==> config.mk <==
export PLATFORM = sky130hd
export DESIGN_NAME = uart_receiver_flat
export DESIGN_NICKNAME = d
export VERILOG_FILES = /design/src/rtl/uart_pkg.sv /design/src/rtl/uart_receiver_if.sv /design/src/rtl/uart_rx_sync.sv /design/src/rtl/uart_receiver.sv /design/src/flat_wrapper.sv
export SDC_FILE = /design/constraint.sdc
export NUM_CORES = 1
export LEC_CHECK = 0
export CAP_MARGIN = 20
export CORE_AREA = 4 4 74 76
export CTS_CLUSTER_SIZE = 24
export DETAILED_ROUTE_END_ITERATION = 10
export DIE_AREA = 0 0 78 80
export PLACE_DENSITY = 0.55
export SYNTH_ARGS = -nofsm -noshare
export SYNTH_HDL_FRONTEND = slang
export SYNTH_HIERARCHICAL = 1
export SYNTH_SLANG_ARGS = --single-unit
==> constraint.sdc <==
create_clock -name clk -period 2.2 [get_ports clk]
set_clock_uncertainty 0.2 [all_clocks]
set_input_delay 0.22 -clock clk [delete_from_list [all_inputs] [get_ports clk]]
set_output_delay 0.22 -clock clk [all_outputs]
set_load 0.03 [all_outputs]
==> src/rtl/uart_pkg.sv <==
// Shared UART definitions: FSM state encoding, frame widths and the
// parity rule used by both the transmitter and the receiver.
package uart_pkg;

    localparam int unsigned UART_DATA_W     = 7;
    localparam int unsigned UART_FRAME_BITS = 8;

    typedef enum logic [1:0] {
        IDLE,
        START,
        DATA,
        STOP
    } uart_state_e;

    // Parity bit carried on the line: makes the 8-bit {P, data} word odd.
    function automatic logic uart_parity(input logic [UART_DATA_W-1:0] data);
        return ~^data;
    endfunction

endpackage

==> src/rtl/uart_receiver_if.sv <==
// Serial-side inputs and character-side outputs of the UART receiver.
interface uart_receiver_if;
    import uart_pkg::*;

    logic                   rx;
    logic                   rx_en;
    logic [UART_DATA_W-1:0] data_out;
    logic                   valid;
    logic                   parity_err;
    logic                   frame_err;
    logic                   busy;

    modport master (
        output rx,
        output rx_en,
        input  data_out,
        input  valid,
        input  parity_err,
        input  frame_err,
        input  busy
    );

    modport slave (
        input  rx,
        input  rx_en,
        output data_out,
        output valid,
        output parity_err,
        output frame_err,
        output busy
    );

endinterface

==> src/rtl/uart_rx_sync.sv <==
// Two-flop synchronizer for the asynchronous rx pin, plus one delay flop
// so the FSM can see falling edges. All flops reset to the idle level.
module uart_rx_sync (
    input  logic clk,
    input  logic reset,
    input  logic rx,
    output logic rx_s,
    output logic rx_d
);

    logic rx_meta;

    always_ff @(posedge clk or posedge reset) begin
        if (reset) begin
            rx_meta <= 1'b1;
            rx_s    <= 1'b1;
            rx_d    <= 1'b1;
        end else begin
            rx_meta <= rx;
            rx_s    <= rx_meta;
            rx_d    <= rx_s;
        end
    end

endmodule

==> src/rtl/uart_receiver.sv <==
// UART receiver: start-edge detect, mid-bit sampling of parity + 7 data bits
// (MSB first) and stop bit, then a one-cycle valid with error flags.
module uart_receiver
    import uart_pkg::*;
#(
    parameter int unsigned OVERSAMPLE = 16
) (
    input  logic            clk,
    input  logic            reset,
    uart_receiver_if.slave  bus
);

    localparam int unsigned TICK_W = $clog2(OVERSAMPLE);
    localparam int unsigned BIT_W  = 3;

    uart_state_e                state;
    logic [TICK_W-1:0]          tick_cnt;
    logic [BIT_W-1:0]           bit_cnt;
    logic [UART_FRAME_BITS-1:0] shift;
    logic [UART_DATA_W-1:0]     data_q;
    logic                       valid_q;
    logic                       parity_err_q;
    logic                       frame_err_q;
    logic                       busy_q;
    logic                       rx_s;
    logic                       rx_d;
    logic                       tick_half;
    logic                       tick_last;

    uart_rx_sync u_sync (
        .clk   (clk),
        .reset (reset),
        .rx    (bus.rx),
        .rx_s  (rx_s),
        .rx_d  (rx_d)
    );

    assign tick_half = (tick_cnt == TICK_W'(OVERSAMPLE / 2 - 1));
    assign tick_last = (tick_cnt == TICK_W'(OVERSAMPLE - 1));

    // Receive FSM; rx_en gates every counter, edge detection runs every clk.
    always_ff @(posedge clk or posedge reset) begin
        if (reset) begin
            state        <= IDLE;
            tick_cnt     <= '0;
            bit_cnt      <= '0;
            shift        <= '0;
            data_q       <= '0;
            valid_q      <= 1'b0;
            parity_err_q <= 1'b0;
            frame_err_q  <= 1'b0;
            busy_q       <= 1'b0;
        end else begin
            valid_q <= 1'b0;
            case (state)
                IDLE: begin
                    if (!rx_s && rx_d) begin
                        state    <= START;
                        tick_cnt <= '0;
                        busy_q   <= 1'b1;
                    end
                end
                START: begin
                    if (bus.rx_en) begin
                        if (tick_half) begin
                            tick_cnt <= '0;
                            bit_cnt  <= '0;
                            if (rx_s) begin
                                state  <= IDLE;
                                busy_q <= 1'b0;
                            end else begin
                                state <= DATA;
                            end
                        end else begin
                            tick_cnt <= tick_cnt + TICK_W'(1);
                        end
                    end
                end
                DATA: begin
                    if (bus.rx_en) begin
                        if (tick_last) begin
                            tick_cnt <= '0;
                            shift    <= {shift[UART_FRAME_BITS-2:0], rx_s};
                            bit_cnt  <= bit_cnt + BIT_W'(1);
                            if (bit_cnt == BIT_W'(UART_FRAME_BITS - 1)) begin
                                state <= STOP;
                            end
                        end else begin
                            tick_cnt <= tick_cnt + TICK_W'(1);
                        end
                    end
                end
                STOP: begin
                    if (bus.rx_en) begin
                        if (tick_last) begin
                            tick_cnt     <= '0;
                            data_q       <= shift[UART_DATA_W-1:0];
                            parity_err_q <= (shift[UART_FRAME_BITS-1] !=
                                             uart_parity(shift[UART_DATA_W-1:0]));
                            frame_err_q  <= ~rx_s;
                            valid_q      <= 1'b1;
                            busy_q       <= 1'b0;
                            state        <= IDLE;
                        end else begin
                            tick_cnt <= tick_cnt + TICK_W'(1);
                        end
                    end
                end
                default: begin
                    state  <= IDLE;
                    busy_q <= 1'b0;
                end
            endcase
        end
    end

    assign bus.data_out   = data_q;
    assign bus.valid      = valid_q;
    assign bus.parity_err = parity_err_q;
    assign bus.frame_err  = frame_err_q;
    assign bus.busy       = busy_q;

endmodule

==> src/flat_wrapper.sv <==
// flat-port wrapper written by rule: the top's interface ports become plain ports
module uart_receiver_flat import uart_pkg::*;
#(
    parameter int unsigned OVERSAMPLE = 16
)
  (clk, reset, bus_rx, bus_rx_en, bus_data_out, bus_valid, bus_parity_err, bus_frame_err, bus_busy);
  uart_receiver_if bus_i ();
  input  logic clk;
  input  logic reset;
  input wire logic [$bits(bus_i.rx)-1:0] bus_rx;
  input wire logic [$bits(bus_i.rx_en)-1:0] bus_rx_en;
  output wire logic [$bits(bus_i.data_out)-1:0] bus_data_out;
  output wire logic [$bits(bus_i.valid)-1:0] bus_valid;
  output wire logic [$bits(bus_i.parity_err)-1:0] bus_parity_err;
  output wire logic [$bits(bus_i.frame_err)-1:0] bus_frame_err;
  output wire logic [$bits(bus_i.busy)-1:0] bus_busy;
  assign bus_i.rx = bus_rx;
  assign bus_i.rx_en = bus_rx_en;
  assign bus_data_out = bus_i.data_out;
  assign bus_valid = bus_i.valid;
  assign bus_parity_err = bus_i.parity_err;
  assign bus_frame_err = bus_i.frame_err;
  assign bus_busy = bus_i.busy;
  uart_receiver #(.OVERSAMPLE(OVERSAMPLE)) u_core (.clk(clk), .reset(reset), .bus(bus_i));
endmodule
* Word-level counts from Yosys, hierarchy flattened
Index checks and enable logic that the tools add are counted.
Cells by class: reduce and logical (&&, ||, !) cells 13, equal/unequal tests 17, $add $sub $neg 2, bitwise logic cells 1, mux-type cells 31
Operators with widths (number):
- $mux W4 | 5
- $mux W2 | 9
- $mux W3 | 4
- $ne A2 B1 Y1 const B | 6
- $pmux W4 S3 | 1
- $mux W1 | 9
- $reduce_and A3 Y1 | 3
- $ne A2 B2 Y1 const B | 4
- $pmux W2 S4 | 1
- $reduce_and A8 Y1 | 1
- $reduce_and A7 Y1 | 1
- $reduce_xnor A7 Y1 | 1
- $pmux W3 S2 | 1
- $reduce_and A5 Y1 | 1
- $add A4 B1 Y4 const B | 1
- $eq A2 B2 Y1 const B | 2
- $eq A4 B3 Y1 const B | 1
- $eq A4 B4 Y1 const B | 1
- $add A3 B1 Y3 const B | 1
- $eq A3 B3 Y1 const B | 1
- $pmux W1 S3 | 1
- $reduce_bool A3 Y1 | 1
- $eq A2 B1 Y1 const B | 1
- $logic_not A2 Y1 | 1
- other kinds (6) | 6
Word-level totals: register bits after elaboration 31, input port bits 4, logic and storage cells 76, output and inout port bits 11

* Logic depth before layout (Yosys ltp)
Gate-level depths: netlist of the first run.
depth after elaboration 5, gate-level depth with buffers 6

* By module
Netlist of the first run, hierarchy kept.
By module, submodules not included:
- uart_receiver | instances 1, cells each 128, area each 1320.0 µm², seq. area each 700.7 µm²
- uart_rx_sync | instances 1, cells each 4, area each 82.6 µm², seq. area each 78.8 µm²

* Worst setup path before layout of the first run
No wires, ideal clock.
path kind register -> register, from reg u_core.tick_cnt[0], to reg u_core.data_q[1] (netlist: u_core/bus.data_out[1]), buffers on the path 1, stages on the path, launching flop included 6, setup time 125 ps, data arrival time 1442 ps, path slack 434 ps, data required time 1875 ps, period minus slack after synthesis 1766 ps, cell sequence dfrtp_1 ha_1 and3_1 nand3_2 buf_2 mux2_2
On the way: cells in the longest elaborated chain, start to end 2
Ends and longest elaborated chain:
- start, declared | line uart_receiver.sv:17 | logic [TICK_W-1:0] tick_cnt;
- start signal, assigned | line uart_receiver.sv:75 | tick_cnt <= tick_cnt + TICK_W'(1);
- start signal, assigned | line uart_receiver.sv:89 | tick_cnt <= tick_cnt + TICK_W'(1);
- start signal, assigned | line uart_receiver.sv:105 | tick_cnt <= tick_cnt + TICK_W'(1);
- $eq A4 B4 Y1 | line uart_receiver.sv:39 | assign tick_last = (tick_cnt == TICK_W'(OVERSAMPLE - 1));
- $reduce_and A3 Y1 (no line)
- end signal, assigned | line uart_receiver.sv:97 | data_q <= shift[UART_DATA_W-1:0];
- end, declared | line uart_receiver.sv:20 | logic [UART_DATA_W-1:0] data_q;
No other way between the ends. A chain may end at the register's enable or synchronous reset.

* Final worst setup path of the first run
from reg u_core.tick_cnt[0], to reg u_core.data_q[0] (netlist: u_core/bus.data_out[0])
The elaborated chain is that of the path after synthesis.

==> results of run 1 <==
layout make-up:
cell class              count  area share, %
clock buffers               6           4.84
clock inverters             1          0.293
inverters                   5           1.10
multi-input cells          91           34.1
flip-flops and latches     31           45.7
well taps                  67           4.91
repair buffers             16           9.09
worst max-delay path by stage:
stage / to / slack, ns / cells past startpoint / start
global route: u_core/bus.data_out[0] / 0.19 / 4 / u_core/tick_cnt[0]
global placement: u_core/bus.data_out[6] / 0.27 / 4 / bus_rx_en
floorplan: u_core/bus.data_out[1] / 0.43 / 5 / u_core/tick_cnt[0]
finish: u_core/bus.data_out[0] / 0.35 / 4 / u_core/tick_cnt[0]
CTS: u_core/bus.data_out[0] / 0.34 / 4 / u_core/tick_cnt[0]
detailed placement: u_core/bus.data_out[0] / 0.23 / 4 / bus_rx_en
synthesized netlist by cell type:
cell type,instances
nand2_1,32
dfrtp_1,28
nor2_1,6
xnor2_1,6
inv_1,5
mux2_2,5
o21ai_0,5
a21oi_1,4
and3_1,3
buf_2,3
dfstp_2,3
ha_1,3
a211oi_1,2
clkbuf_1,2
mux2_1,2
nand2b_1,2
nand3_1,2
xor2_1,2
a211o_1,1
a21o_1,1
a221o_1,1
a22o_1,1
and2_4,1
nand3_2,1
nand3b_1,1
nand4_1,1
nor2_2,1
nor3b_1,1
nor4b_4,1
o21a_2,1
o22a_1,1
o22ai_1,1
o31ai_1,1
o32ai_1,1
or2_2,1
per-stage QoR:
stage               setup WS [ns]  hold WS (ns)  instances  util (%)  area, um^2
floorplan                   0.434       -0.0467        132         -        1400
finish                      0.349         0.120        217      36.1        1710
detailed placement          0.229         0.149        210      34.3        1620
global placement            0.270         0.148        210      34.3        1620
global route                0.191         0.131        217      36.1        1710
CTS                         0.341         0.121        217      36.1        1710
cell families after synthesis:
logic type / Yosys count
buffers and inverters: 10
and+or+nand+nor: 53
AOI/OAI and AO/OA: 20
DFF: 31
muxes: 7
adders and majority gates: 3
xor gates and xnor gates: 8
power by group:
part / switching [mW] / total (mW) / internal [mW]
sequential: 0.0844 / 0.722 / 0.638
clock: 0.198 / 0.443 / 0.245
combinational: 0.164 / 0.303 / 0.139
registers in the layout (all words and copies together), names as in the netlist, 3 cells and up, named ones only:
name and flops:
u_core/shift 8, u_core/bus.data_out 7, u_core/tick_cnt 4, u_core/bit_cnt 3
critical path, stage by stage (launching register included):
cell     delay [ns]
dfrtp_1        0.39
ha_1           0.25
and3_1         0.25
nand3_2        0.25
mux2_1         0.39
metal layers:
metal / vias up / track usage (%) / part of all wire, %
met3: 5 / 3.16 / 5.4
met1: 460 / 10.7 / 46
li1: 481 / - / -
met2: 24 / 15.3 / 47
met5: - / 0 / 0
met4: 0 / 4.20 / 1.7
==> results.tsv, run 1 <==
metric	value	unit
outcome	completed	
synthSimpleGateAreaFrac	18.6	%
antenna_found_initial	0	
synth_top_family_by_area	simple AND/OR/NAND/NOR gates	
gp_congestion	0.849	
synth_fa_ha_area_share	2.68	%
peakVddDrop	0.428	mV
firstDrtPassIters	4	
syn-cell-area	1400	um^2
cts_buffers	5	
placementRows	25	
yosysSeqAreaShare	55.6	%
postCtsHoldBufs	0	
drt_wl_total	2.48	mm
start_kind	register	
ys_ff_latch	31	
drc	0	
die-area	6240	um^2
critPathKind	register to register	
yosysTopAreaCell	dfrtp_1	
synth.area.top_cells	dfrtp_1 50%, nand2_1 8.6%, dfstp_2 5.6%	
syn_nets	139	
clk_pin_slew	0.06	ns
insertion_delay	0.28	ns
die-width	78	um
final_common_cell	nand2_1	
rsz0062_at_grt	false	
drive_gt1_share	15.3	%
hold_violations	0	
p_total	1.47	mW
relSlewSlack	74.5	%
htreeDepth	2	
postRouteAntennaNets	0	
final_nets	157	
reg2reg_to	u_core/bus.data_out[0]	
critPathMaxFanout	12	
regArea	779	um^2
power_density	860	nW/um^2
arrival	1.81	ns
grt_max_degree	29	
post-dp-hpwl	1.78	mm
synthCells	132	
worst_pin_slew	0.382	ns
synth_compound_area_share	9.63	%
first_global_vias	1001	
vias	970	
drv_cap	0	
viasPerCell	4.47	
clock.fmax	540	MHz
rrSetupSlack	0.35	ns
syn_to_final_growth	21.7	%
clock-root-buffer	clkbuf_8	
wire_per_inst	11.4	um
clockBufferDepth	2	
drtIter0Drc	55	
syn_area_per_cell	10.6	um^2
setup_viol	0	
start_util	29.7	%
power_leakage	0.809	nW
post_cts_buffers	0	
synth.top_cell.area_share	50.0	%
drv_slew	0	
min_path_type	input pin to async pin	
placement.io_buffers	14	
grt_pass1_wl	4.46	mm
finalCriticalPeriod	1.85	ns
core_area	4720	um^2
n_antenna_cell	0	
reg2reg_from	u_core/tick_cnt[0]	
cts.sinks	31	
multi_input_area	582	um^2
ios	15	
ys_warn_count	6	
setup-tns-final	0	ns
die_y	80	um
cts_tree	done	
post_cts_resized	0	
synth_mux_area_share	5.62	%
r2r_cells	4	
endpoint_kind	register	
ys_types	35	
grt_use_total	9.21	%
required	2.16	ns
grt-ovfl-total	0	
synth_xor_area_share	5.00	%
min_period_over_period	84.2	%
nFillCells	474	
layout_common_cells	32 x nand2_1, 28 x dfrtp_1, 14 x clkdlybuf4s50_1	
(Power assumes the default switching activity.)
==> run 2, diff against run 1 <==
--- a/config.mk
+++ b/config.mk
@@ -10,7 +10,7 @@
 export CTS_CLUSTER_SIZE = 24
 export DETAILED_ROUTE_END_ITERATION = 10
 export DIE_AREA = 0 0 78 80
-export PLACE_DENSITY = 0.55
+export PLACE_DENSITY = 0.56
 export SYNTH_ARGS = -nofsm -noshare
 export SYNTH_HDL_FRONTEND = slang
 export SYNTH_HIERARCHICAL = 1
==> constraint.sdc (replaced) <==
create_clock -name clk -period 1.7 [get_ports clk]
set_clock_uncertainty 0.2 [all_clocks]
set_input_delay 0.17 -clock clk [delete_from_list [all_inputs] [get_ports clk]]
set_output_delay 0.17 -clock clk [all_outputs]
set_load 0.03 [all_outputs]
==> results.tsv, run 2 (same netlist as run 1, synthesis figures left out) <==
metric	value	unit	change
grt-ovfl-total	0		unchanged
rsz0062_at_grt	true		was false
hold_violations	0		unchanged
violations	setup timing		
cp_top_family	compound AO/OA/AOI/OAI gates		was simple AND/OR/NAND/NOR gates
drc	0		unchanged
cts.sinks	31		unchanged
post-dp-hpwl	2.16	mm	was 1.78 mm
die-area	6240	um^2	unchanged
grt_use_total	10.4	%	was 9.21%
arrival	1.75	ns	was 1.81 ns
clockBufferDepth	2		unchanged
placement.io_buffers	14		unchanged
drv_slew	0		unchanged
outcome	finished with violations		was completed
die-width	78	um	unchanged
layout_common_cells	31 x nand2_1, 26 x dfrtp_1, 24 x buf_4, 9 x dlymetal6s2s_1		was 32 x nand2_1, 28 x dfrtp_1, 14 x clkdlybuf4s50_1
largest_reg_flops	8		unchanged
postCtsHoldBufs	0		unchanged
final_common_cell	nand2_1		unchanged
start_kind	register		unchanged
cts_buffers	5		unchanged
grt_max_degree	29		unchanged
clk_pin_slew	0.06	ns	about the same
required	1.66	ns	was 2.16 ns
antenna_found_initial	0		unchanged
setup_viol	4		was 0
post-place-ws	-0.217	ns	was 0.229 ns
peakVddDrop	0.749	mV	was 0.428 mV
insertion_delay	0.28	ns	about the same
whs	0.0832	ns	was 0.120 ns
cts_tree	done		unchanged
clock.fmax	557	MHz	was 540 MHz
final_nets	183		was 157
start_util	29.7	%	unchanged
worst_slack	-0.0944	ns	was 0.349 ns
placementRows	25		unchanged
min_period_over_period	106	%	was 84.2%
drtIter0Drc	41		was 55
drive_gt1_share	34.7	%	was 15.3%
regMostFlops	u_core/shift		unchanged
ios	15		unchanged
grt_pass1_wl	5.00	mm	was 4.46 mm
critPathMaxFanout	3		was 12
worst_pin_slew	0.366	ns	was 0.382 ns
first_global_vias	1137		was 1001
htreeDepth	2		unchanged
min_path_type	input pin to async pin		unchanged
drt_wl_total	3.22	mm	was 2.48 mm
slowest_delay	0.52	ns	was 0.39 ns
path_buf_inv	0		unchanged
dp.cells	229		was 210
gp_congestion	0.834		was 0.849
vias	1095		was 970
clock-root-buffer	clkbuf_8		unchanged
wire_per_inst	13.3	um	was 11.4 um
viasPerCell	4.51		was 4.47
finalCriticalPeriod	1.79	ns	was 1.85 ns
critPathSlowestCell	dfstp_2		was dfrtp_1
n_antenna_cell	0		unchanged
syn_to_final_growth	43.4	%	was 21.7%
crit_chain	nor4b_4 > nor2_4 > a211o_1 > a221o_1		was ha_1 > and3_1 > nand3_2 > mux2_1
postRouteAntennaNets	0		unchanged
endpoint_kind	register		unchanged
critPathKind	register to register		unchanged
core_area	4720	um^2	unchanged
die_y	80	um	unchanged
drv_cap	0		unchanged
fin_cells	243		was 217
relSlewSlack	75.6	%	was 74.5%
power_density	1140	nW/um^2	was 860 nW/um^2
firstDrtPassIters	4		unchanged
power_leakage	1.09	nW	was 0.809 nW
run 2: path summary, 6_finish.rpt:
path                                       startpoint                    end  slack (ns)  depth (start not counted)
worst min register to register  u_core/u_sync/rx_meta     u_core/u_sync/rx_s        0.16                          0
worst max register to register     u_core/u_sync/rx_d        u_core/state[0]       -0.09                          4
worst max-delay path               u_core/u_sync/rx_d        u_core/state[0]       -0.09                          4
worst min-delay path                            reset  u_core/u_sync/rx_meta        0.08                          2
max in group asynchronous                       reset              async pin        0.89                          3
min in group clk                               bus_rx  u_core/u_sync/rx_meta        0.09                          1
run 2: area by class of cell:
class,count,area [um^2]
Clock buffer,6,82.6
Clock inverter,1,5.00
Fill cell,431,2710
Inverter,5,18.8
Multi-Input combinational cell,92,654
Sequential cell,31,782
Tap cell,67,83.8
Timing Repair Buffer,41,385
run 2: repair_timing:
| item | 4_1_cts | 5_1_grt |
|---|---|---|
| pin swaps | 3 | 6 |
| setup endpoints to repair | 10 | 29 |
| gates resized for setup | 2 | 25 |
| gates cloned | 0 | 1 |
| hold endpoints to repair | 0 | 0 |
| buffers inserted | 3 | 3 |
run 2: where the power goes:
| part | switching (mW) | leakage [nW] | internal, mW |
|---|---|---|---|
| Sequential | 0.0898 | 0.405 | 0.831 |
| Clock | 0.247 | 0.0470 | 0.317 |
| Combinational | 0.375 | 0.637 | 0.425 |
run 2: worst register-to-register path, stage by stage, from the launching register on:
cell and delay [ns]:
dfstp_2 0.52, nor4b_4 0.29, nor2_4 0.07, a211o_1 0.27
a221o_1 0.33
run 2: routing by layer:
| layer | track usage [%] | routed length, um | vias to the layer above |
|---|---|---|---|
| li1 | - | - | 533 |
| met1 | 9.88 | 1300 | 533 |
| met2 | 19.3 | 1700 | 21 |
| met3 | 5.08 | 149 | 8 |
| met4 | 4.02 | 70 | 0 |
| met5 | 0 | 0 | - |
run 2: metrics by stage:
step / power [mW] / setup TNS, ns / util, % / cell area (um^2)
4_1_cts: 2.18 / -0.0147 / 40.1 / 1900
3_3_place_gp: 1.49 / -1.23 / 37.4 / 1760
2_1_floorplan: 1.22 / 0 / - / 1410
5_1_grt: 2.41 / -0.269 / 42.6 / 2010
6_report: 2.28 / -0.138 / 42.6 / 2010
3_5_place_dp: 1.51 / -2.33 / 37.4 / 1760
